**config.mk**
```make
export PLATFORM = sky130hd
export DESIGN_NAME = act_quant_pipe
export DESIGN_NICKNAME = d
export VERILOG_FILES = /design/src/rtl/act_quant_pipe.sv
export SDC_FILE = /design/constraint.sdc
export NUM_CORES = 2
export LEC_CHECK = 0
export BUFFER_PORTS_ARGS = -buffer_cell sky130_fd_sc_hd__buf_2
export CAP_MARGIN = 20
export CORE_MARGIN = 3
export CORE_UTILIZATION = 28
export CTS_BUF_LIST = sky130_fd_sc_hd__clkbuf_8
export CTS_CLUSTER_DIAMETER = 50
export DETAILED_ROUTE_END_ITERATION = 6
export GPL_TIMING_DRIVEN = 0
export PLACE_DENSITY = 0.41
export SYNTH_ARGS = -nofsm -noshare
export SYNTH_HDL_FRONTEND = slang
export SYNTH_SLANG_ARGS = --single-unit
```
**constraint.sdc**
```tcl
create_clock -name clk -period 12.2 [get_ports clk]
set_input_delay 3.66 -clock clk [delete_from_list [all_inputs] [get_ports clk]]
set_output_delay 3.66 -clock clk [all_outputs]
set_load 0.05 [all_outputs]
```
**src/rtl/act_quant_pipe.sv**
```systemverilog
// act_quant_pipe: two-stage activation and requantization pipeline.
// Stage 1 applies the activation; stage 2 rounds, shifts, saturates and clamps.
module act_quant_pipe #(
  parameter int DWIDTH  = 32,
  parameter int OWIDTH  = 8,
  parameter int LANES   = 4,
  parameter int SHIFT_W = 5
) (
  input  logic                    clk,
  input  logic                    rst,
  input  logic [1:0]              Mode,
  input  logic [SHIFT_W-1:0]      LeakShift,
  input  logic [SHIFT_W-1:0]      OutShift,
  input  logic [OWIDTH-2:0]       ClampMax,
  input  logic                    InValid,
  output logic                    InReady,
  input  logic [LANES*DWIDTH-1:0] InData,
  output logic                    OutValid,
  input  logic                    OutReady,
  output logic [LANES*OWIDTH-1:0] OutData,
  output logic [15:0]             SatCount
);
  localparam int CW = $clog2(LANES + 1);
  localparam logic signed [DWIDTH:0] ONE = (DWIDTH+1)'(1);
  localparam logic signed [OWIDTH-1:0] MAXV =
    {1'b0, {(OWIDTH-1){1'b1}}};
  localparam logic signed [OWIDTH-1:0] MINV =
    {1'b1, {(OWIDTH-1){1'b0}}};

  logic                    v1;
  logic [LANES*DWIDTH-1:0] a1;
  logic [SHIFT_W-1:0]      os1;
  logic [OWIDTH-2:0]       cm1;
  logic                    cl1;

  logic                    adv1;
  logic                    adv2;
  logic                    acc;
  logic [LANES*DWIDTH-1:0] act;
  logic [LANES*OWIDTH-1:0] q;
  logic [LANES-1:0]        sat;
  logic [SHIFT_W-1:0]      sh;
  logic [CW-1:0]           nsat;
  logic [16:0]             cnt_sum;

  assign adv2    = !OutValid || OutReady;
  assign adv1    = !v1 || adv2;
  assign InReady = !rst && adv1;
  assign acc     = InValid && InReady;

  // Shifts past the sign bit add nothing; cap at DWIDTH-1.
  always_comb begin
    sh = os1;
    if (32'(os1) > 32'(DWIDTH - 1)) sh = SHIFT_W'(DWIDTH - 1);
  end

  for (genvar i = 0; i < LANES; i++) begin : g_lane
    logic signed [DWIDTH-1:0] x;
    logic signed [DWIDTH-1:0] a;
    logic signed [DWIDTH-1:0] y;
    logic signed [DWIDTH:0]   ext;
    logic signed [DWIDTH:0]   rnd;
    logic signed [DWIDTH:0]   r;
    logic signed [OWIDTH-1:0] qs;
    logic                     hi_ones;
    logic                     hi_zeros;

    assign x = InData[i*DWIDTH +: DWIDTH];

    always_comb begin
      a = x;
      unique case (Mode)
        2'd0:       a = x;
        2'd2:       a = x[DWIDTH-1] ? (x >>> LeakShift) : x;
        2'd1, 2'd3: a = x[DWIDTH-1] ? '0 : x;
      endcase
    end

    assign act[i*DWIDTH +: DWIDTH] = a;

    // One extra bit keeps the rounding add from overflowing.
    assign y   = a1[i*DWIDTH +: DWIDTH];
    assign ext = {y[DWIDTH-1], y};
    assign rnd = (sh == '0) ? '0 : (ONE << (sh - SHIFT_W'(1)));
    assign r   = (ext + rnd) >>> sh;

    assign hi_ones  = &r[DWIDTH:OWIDTH-1];
    assign hi_zeros = ~|r[DWIDTH:OWIDTH-1];
    assign sat[i]   = !(hi_ones || hi_zeros);

    always_comb begin
      qs = r[OWIDTH-1:0];
      if (sat[i]) qs = r[DWIDTH] ? MINV : MAXV;
      if (cl1 && (qs > $signed({1'b0, cm1}))) qs = {1'b0, cm1};
    end

    assign q[i*OWIDTH +: OWIDTH] = qs;
  end

  always_comb begin
    nsat = '0;
    for (int i = 0; i < LANES; i++) nsat = nsat + CW'(sat[i]);
  end

  assign cnt_sum = {1'b0, SatCount} + 17'(nsat);

  always_ff @(posedge clk) begin
    if (rst) begin
      v1       <= 1'b0;
      a1       <= '0;
      os1      <= '0;
      cm1      <= '0;
      cl1      <= 1'b0;
      OutValid <= 1'b0;
      OutData  <= '0;
      SatCount <= '0;
    end else begin
      if (adv1) begin
        v1 <= acc;
        if (acc) begin
          a1  <= act;
          os1 <= OutShift;
          cm1 <= ClampMax;
          cl1 <= (Mode == 2'd3);
        end
      end
      if (adv2) begin
        OutValid <= v1;
        if (v1) begin
          OutData  <= q;
          SatCount <= cnt_sum[16] ? 16'hFFFF : cnt_sum[15:0];
        end
      end
    end
  end
endmodule

```
# Word level (Yosys, flattened, before mapping)
# Index checks and enable logic that the tools add are counted.
totals:
  ff_bits: 191
  ram_bits: 0
  romBits: 0
  memories: 0
  input_bits: 151
  latch_bits: 0
  out_inout_bits: 50
classes:
  muxes: 26
  n_shift: 9
  eq_ne: 3
  n_addsub: 9
  magnitude_cmp: 4
  n_reduce_logical: 36
  multipliers: 0
  n_div: 0
  n_bitwise: 0
ops:
  columns: ["op", "n"]
  rows:
  - ["$pmux 32 s3", 4]
  - ["$add 32x33->33", 4]
  - ["$sshr 33x5->33", 4]
  - ["$mux 32", 4]
  - ["$sshr 32x5->32", 4]
  - ["$mux 31", 4]
  - ["$reduce_and 26->1", 4]
  - ["$reduce_or 26->1", 4]
  - ["$mux 8", 12]
  - ["$mux 33", 1]
  - ["$shl 1x5->33 const A", 1]
  - ["$gt 8x8->1", 4]
  - ["$add 16x3->17", 1]
  - ["$mux 16", 1]
  - ["$logic_not 1->1", 11]
  - ["$logic_and 1x1->1", 6]
  - ["$logic_or 1x1->1", 6]
  - ["$logic_not 5->1", 1]
  - ["$sub 5x1->5 const B", 1]
  - ["$eq 2x2->1 const B", 2]
  - ["$reduce_and 2->1", 2]
  - ["$add 2x1->3", 1]
  - ["$add 3x1->3", 1]
  - ["$add 1x1->2", 1]
  - ["other kinds (3)", 3]

# Longest topological paths before layout
logic_depth:
  ltp_word: 14
  depth_mapped: 45
  mapped_depth_nobuf: 34

# Least setup slack after synthesis
# OpenSTA, ideal clock, no wires.
synth_path:
  path_kind: "register to register"
  start: "register os1[4]"
  end: "register SatCount[12]"
  setup_time_ns: 0.116
  path_buffers: 12
  arrival_ns: 8.997
  stages_incl_launch_ff: 39
  setup_slack_ns: 3.086
  required_ns: 12.084
  cell_sequence: "dfxtp_1 > buf_6 > buf_6 > clkbuf_1 > clkbuf_1 > clkbuf_1 > clkbuf_1 > buf_1 > clkbuf_1 > clkbuf_1 > nand2_1 > nor2_1 > ha_1 > clkbuf_1 > a21oi_1 > nand2_1 > a221o_1 > a211o_1 > [... 3 more ...] > nor4_2 > a211o_1 > nor4b_1 > nand4b_1 > or4_1 > nor4_1 > nor3_2 > buf_6 > fa_1 > inv_1 > fa_1 > inv_1 > fa_1 > and3_1 > clkbuf_1 > and3_1 > nand3_1 > o211a_1"
synth_via:
  elab_chain_len: 14
synth_rtl:
  columns: ["item", "line", "text"]
  rows:
  - ["from (decl)", "32", "logic [SHIFT_W-1:0] os1;"]
  - ["from (signal assigned)", "122", "os1 <= OutShift;"]
  - ["$sub 5x1->5", "84", "assign rnd = (sh == '0) ? '0 : (ONE << (sh - SHIFT_W'(1)));"]
  - ["$shl 1x5->33", "84", null]
  - ["$mux 33", "84", null]
  - ["$add 32x33->33", "85", "assign r = (ext + rnd) >>> sh;"]
  - ["$sshr 33x5->33", "85", null]
  - ["$reduce_or 26->1", "88", "assign hi_zeros = ~|r[DWIDTH:OWIDTH-1];"]
  - ["$logic_not 1->1", "88", null]
  - ["$logic_or 1x1->1", "89", "assign sat[i] = !(hi_ones || hi_zeros);"]
  - ["$logic_not 1->1", "89", null]
  - ["$add 1x1->2", "102", "for (int i = 0; i < LANES; i++) nsat = nsat + CW'(sat[i]);"]
  - ["$add 2x1->3", "102", null]
  - ["$add 3x1->3 *", "102", null]
  - ["$add 16x3->17 *", "105", "assign cnt_sum = {1'b0, SatCount} + 17'(nsat);"]
  - ["$mux 16 *", "131", "SatCount <= cnt_sum[16] ? 16'hFFFF : cnt_sum[15:0];"]
  - ["to (signal assigned)", "131", null]
  - ["to (decl)", "21", "output logic [15:0] SatCount"]
# Mark *: on every way between the ends. The rest lies on a longest branch, timed or not.
# A chain may end at the register's enable or synchronous reset.

# Worst setup path after layout
layout_path:
  start: "register os1[0]"
  end: "register OutData[30]"
layout_via:
  elab_chain_len: 12
layout_rtl:
  columns: ["item", "line", "text"]
  rows:
  - ["$sub 5x1->5", "84", null]
  - ["$shl 1x5->33", "84", null]
  - ["$mux 33", "84", null]
  - ["$add 32x33->33", "85", null]
  - ["$sshr 33x5->33 *", "85", null]
  - ["$reduce_or 26->1", "88", null]
  - ["$logic_not 1->1", "88", null]
  - ["$logic_or 1x1->1", "89", null]
  - ["$mux 8 *", "93", "if (sat[i]) qs = r[DWIDTH] ? MINV : MAXV;"]
  - ["$gt 8x8->1", "94", "if (cl1 && (qs > $signed({1'b0, cm1}))) qs = {1'b0, cm1};"]
  - ["$logic_and 1x1->1", "94", null]
  - ["$mux 8 *", "94", null]
  - ["to (signal assigned)", "130", "OutData <= q;"]
  - ["to (decl)", "20", "output logic [LANES*OWIDTH-1:0] OutData,"]
# Marked as above.

==> flow_results.org <==
** Placed design
- IO Port Bufs :: 195
- Standard cell area after detailed placement :: 42500 µm²
- At the end of routability-driven placement, the weighted congestion stood at 1.10.
- The HPWL after detailed placement is 280000 µm.

** Worst setup path
- Data arrives at the worst endpoint at 12.68 ns.
- Maximum net fanout on the critical path :: 19
- Worst Setup End Kind :: flop
- The worst setup path is of the flop to flop kind.
- In this design, the stage delay of the slowest critical-path cell is 0.83 ns.
- Crit-path most repeated cell :: sky130_fd_sc_hd__o21ai_0
- On the critical path, the stage with the largest delay is an instance of sky130_fd_sc_hd__a2111oi_1.
- The worst setup path is launched from a flop.
- Required time at the endpoint of the critical path :: 12.78 ns

** Die
- Area of the placeable core :: 134000 µm²
- Chip width :: 374 µm
- The floorplan step defined a die boundary enclosing 140000 µm².
- Die Height :: 374 µm
- For this configuration, the core starts out at a cell density of 28.3%.
- The floorplan has 134 rows.
- During I/O placement, the number of pins put on the boundary was 201.

** Synth
- Gate count after technology mapping :: 5538
- Most common cell in the netlist :: sky130_fd_sc_hd__nand2_1
- The netlist uses 123 different library cells.
- Ranking of synthesized cells by instance count :: 612 x sky130_fd_sc_hd__nand2_1, 498 x sky130_fd_sc_hd__a21oi_1, 442 x sky130_fd_sc_hd__nor2_1
- Yosys mapped a number of flops with a built-in enable equal to 0.
- In this run the biggest area consumer among cell types represents 10.1% of the synthesized area.
- Of the synthesized area, sequential elements account for 10.1%.
- Of all flip-flops after synthesis, the portion carrying an async set or reset was 0%.
- Top post-synthesis cells by area :: sky130_fd_sc_hd__dfxtp_1 10%, sky130_fd_sc_hd__a21oi_1 6.6%, sky130_fd_sc_hd__nand2_1 6.1%, sky130_fd_sc_hd__o21ai_0 5.7%, sky130_fd_sc_hd__mux2i_1 5.5%
- The most used flip-flop cell after synthesis is sky130_fd_sc_hd__dfxtp_1.
- Number of flip-flops and latches in the synthesized netlist :: 191
- During synthesis, Yosys emitted a total of 0 warnings.
- Post-Synthesis Mean Instance Area :: 6.84 µm²
- Cell accounting for the most synthesized area :: sky130_fd_sc_hd__dfxtp_1
- Summing every instance area after synthesis gives 37900 µm².

** Power and ir drop
- Internal power comes to 1.42 mW.
- In this run, the combinational gates consume 63.9% of the power.
- In this run the power density over the cells is 78.5 nW/µm².
- The clock network is responsible for 14.7% of the overall power.
- Fraction of power spent switching nets :: 58.3%
- Of the total power, registers draw 21.4%.
- In this run the static leakage power is 16.0 nW.
- Net switching component of the power :: 1.98 mW
- Across the VDD grid, the largest voltage drop is 0.0487 mV.

** Finish
- In the final design database the tool counted 6106 nets.
- Area of all sequential standard cells :: 3820 µm²
- Fill count :: 15000
- Signed area change from the synthesized netlist to the final layout :: 14.5%
- Final Cell Area :: 43400 µm²
- Final core utilization :: 32.4%
- Of the cells placed in the final design, the portion with a size suffix greater than 1 is 13.1%.
- Area used by multi-input combinational logic :: 32000 µm²

** Detailed routing
- Residual DRC count :: 0
- Overall routed net length :: 334000 µm
- Summing over every cut layer, the via total after detailed routing is 52800.
- After detailed routing, the number of vias per cell comes to 6.91.
- Violation count after the first detailed-route iteration :: 7950
- Antenna Nets Post-Route :: 0
- Routed length per instance :: 43.7 µm
- The first TritonRoute pass finished after 7 iterations.

** Clock tree
- Hold-fix buffers at CTS :: 0
- Sinks on Clock Net :: 191
- TritonCTS built the clock tree.
- Clock root cell :: sky130_fd_sc_hd__clkbuf_8
- The clock passes through at most 2 buffers.
- The H-tree generated during clock tree synthesis spans 4 levels.
- Clock slew seen by the registers of the worst setup and hold paths :: 0.17 ns
- Clock buffer count from CTS :: 17
- The clock reaches the later pin of the worst-skew pair after 0.66 ns.

** Timing
- For the finished layout, the period the worst path requires is 12.11 ns.
- The clock arrives with 0.0662 ns of skew.
- Slew margin rel. :: -0.0353%
- The final-report hold violation count was 0.
- Final worst-path cycle share :: 99.2%
- Setup violations remaining at the end of the flow were counted as 0.
- Measured slew at the worst slew-check pin :: 1.50 ns
- For this run, the top clock speed supported by timing is 82.6 MHz.
- Final Max Slew Viols :: 7

** GRT
- Entering global routing, the biggest net connects 22 pins.
- Global routing consumed, over all layers together, 45.6% of the routing resources.
- The initial antenna violation count came to 19.
- Vias in the first global route :: 49000
- The first global-routing pass estimated 441000 µm of wire.
- For this run the aggregate overflow at the end of global routing stands at 0.

** Status
- The final reports fail on slew limit.
- Result of the run :: finished with violations

** Worst hold path
- Worst min path class :: flop to flop

** Flow run
- The tool flagged a number of max-cap violations equal to 0.
[layout make-up]
type	instances	share of cell area (%)
antenna	12	0.0692
buffer	532	5.15
multi-input combinational	4734	73.7
sequential	191	8.81
inverter	79	0.684
clock inverter	14	0.410
timing repair buffer	296	5.50
tap	1768	5.10
clock buffer	18	0.571
[layout by cell type, fill, tap and decap left out, types with 77 or more instances in the layout]
| master | instances |
|---|---|
| sky130_fd_sc_hd__a211oi_1 | 128 |
| sky130_fd_sc_hd__a21o_1 | 77 |
| sky130_fd_sc_hd__a21oi_1 | 496 |
| sky130_fd_sc_hd__buf_2 | 260 |
| sky130_fd_sc_hd__clkbuf_1 | 370 |
| sky130_fd_sc_hd__dfxtp_1 | 191 |
| sky130_fd_sc_hd__ha_1 | 101 |
| sky130_fd_sc_hd__mux2i_1 | 206 |
| sky130_fd_sc_hd__mux4_2 | 91 |
| sky130_fd_sc_hd__nand2_1 | 612 |
| sky130_fd_sc_hd__nand3_1 | 240 |
| sky130_fd_sc_hd__nor2_1 | 425 |
| sky130_fd_sc_hd__nor3_1 | 130 |
| sky130_fd_sc_hd__o211ai_1 | 108 |
| sky130_fd_sc_hd__o21ai_0 | 433 |
| sky130_fd_sc_hd__xnor2_1 | 100 |
[worst paths after layout]
path,cells past startpoint,slack (ns),to,startpoint
worst min register to register,2,0.46,OutData[26],OutData[26]
worst max-delay path,38,0.09,OutData[30],os1[0]
worst min-delay path,2,0.46,OutData[26],OutData[26]
worst max register to register,38,0.09,OutData[30],os1[0]
[metal layers]
layer / routed length, µm / global-route usage (%) / vias up
li1: - / - / 21800
met1: 132000 / 56.4 / 26000
met2: 134000 / 65.3 / 3860
met3: 36200 / 14.1 / 1125
met4: 32100 / 36.0 / 6
met5: 42 / 0.0686 / -
[cells by family after synthesis]
family,Yosys count,share of synthesized area (%)
other cells,1,0.00990
fa+ha+maj,109,3.63
xor+xnor,140,3.31
mux,358,12.7
compound gates,2086,37.0
buf+inv,616,6.54
flops,191,10.1
simple gates,2037,26.7
[flip-flops by register name, summed over array words and instances, names as in the netlist]
register  cells
cl1           1
os1           5
OutData      32
a1          128
cm1           7
OutValid      1
SatCount     16
v1            1
[critical path: cells and delay by family (launching register included)]
family / cells / cell delay [ns]
flip-flops: 1 / 0.65
adder cells (fa/ha/maj): 2 / 0.53
AO/OA/AOI/OAI: 20 / 5.73
buffers and inverters: 9 / 3.54
AND/OR/NAND/NOR: 7 / 1.51
[metrics by stage]
step	power (mW)	hold slack, ns	TNS (ns)	cells	setup WS, ns
2_1_floorplan	1.77	0.451	0	5541	3.09
3_3_place_gp	2.73	0.441	-175.04	7504	-4.55
3_5_place_dp	2.76	0.443	-107.72	7593	-2.97
4_1_cts	3.27	0.461	0	7622	0.00664
5_1_grt	3.44	0.491	-0.0773	7634	-0.0223
6_report	3.41	0.461	0	7644	0.0944
[power by group through the flow]
stage                     sequential (mW)  combinational, mW  clock, mW
final                               0.729               2.17      0.502
after global routing                0.731               2.19      0.525
after CTS                           0.723               2.03      0.516
after detailed placement            0.737               2.02          0
after global placement              0.736               2.00          0
after floorplan                     0.731               1.04          0
[repair_timing]
item / 4_1_cts / 5_1_grt
buffers inserted: 1 / 5
endpoints found under the setup margin: 44 / 41
gates resized for setup: 34 / 58
hold endpoints to repair: 0 / 0
pin swaps: 1 / 4
Note: power is estimated with default switching activity, not from simulation.
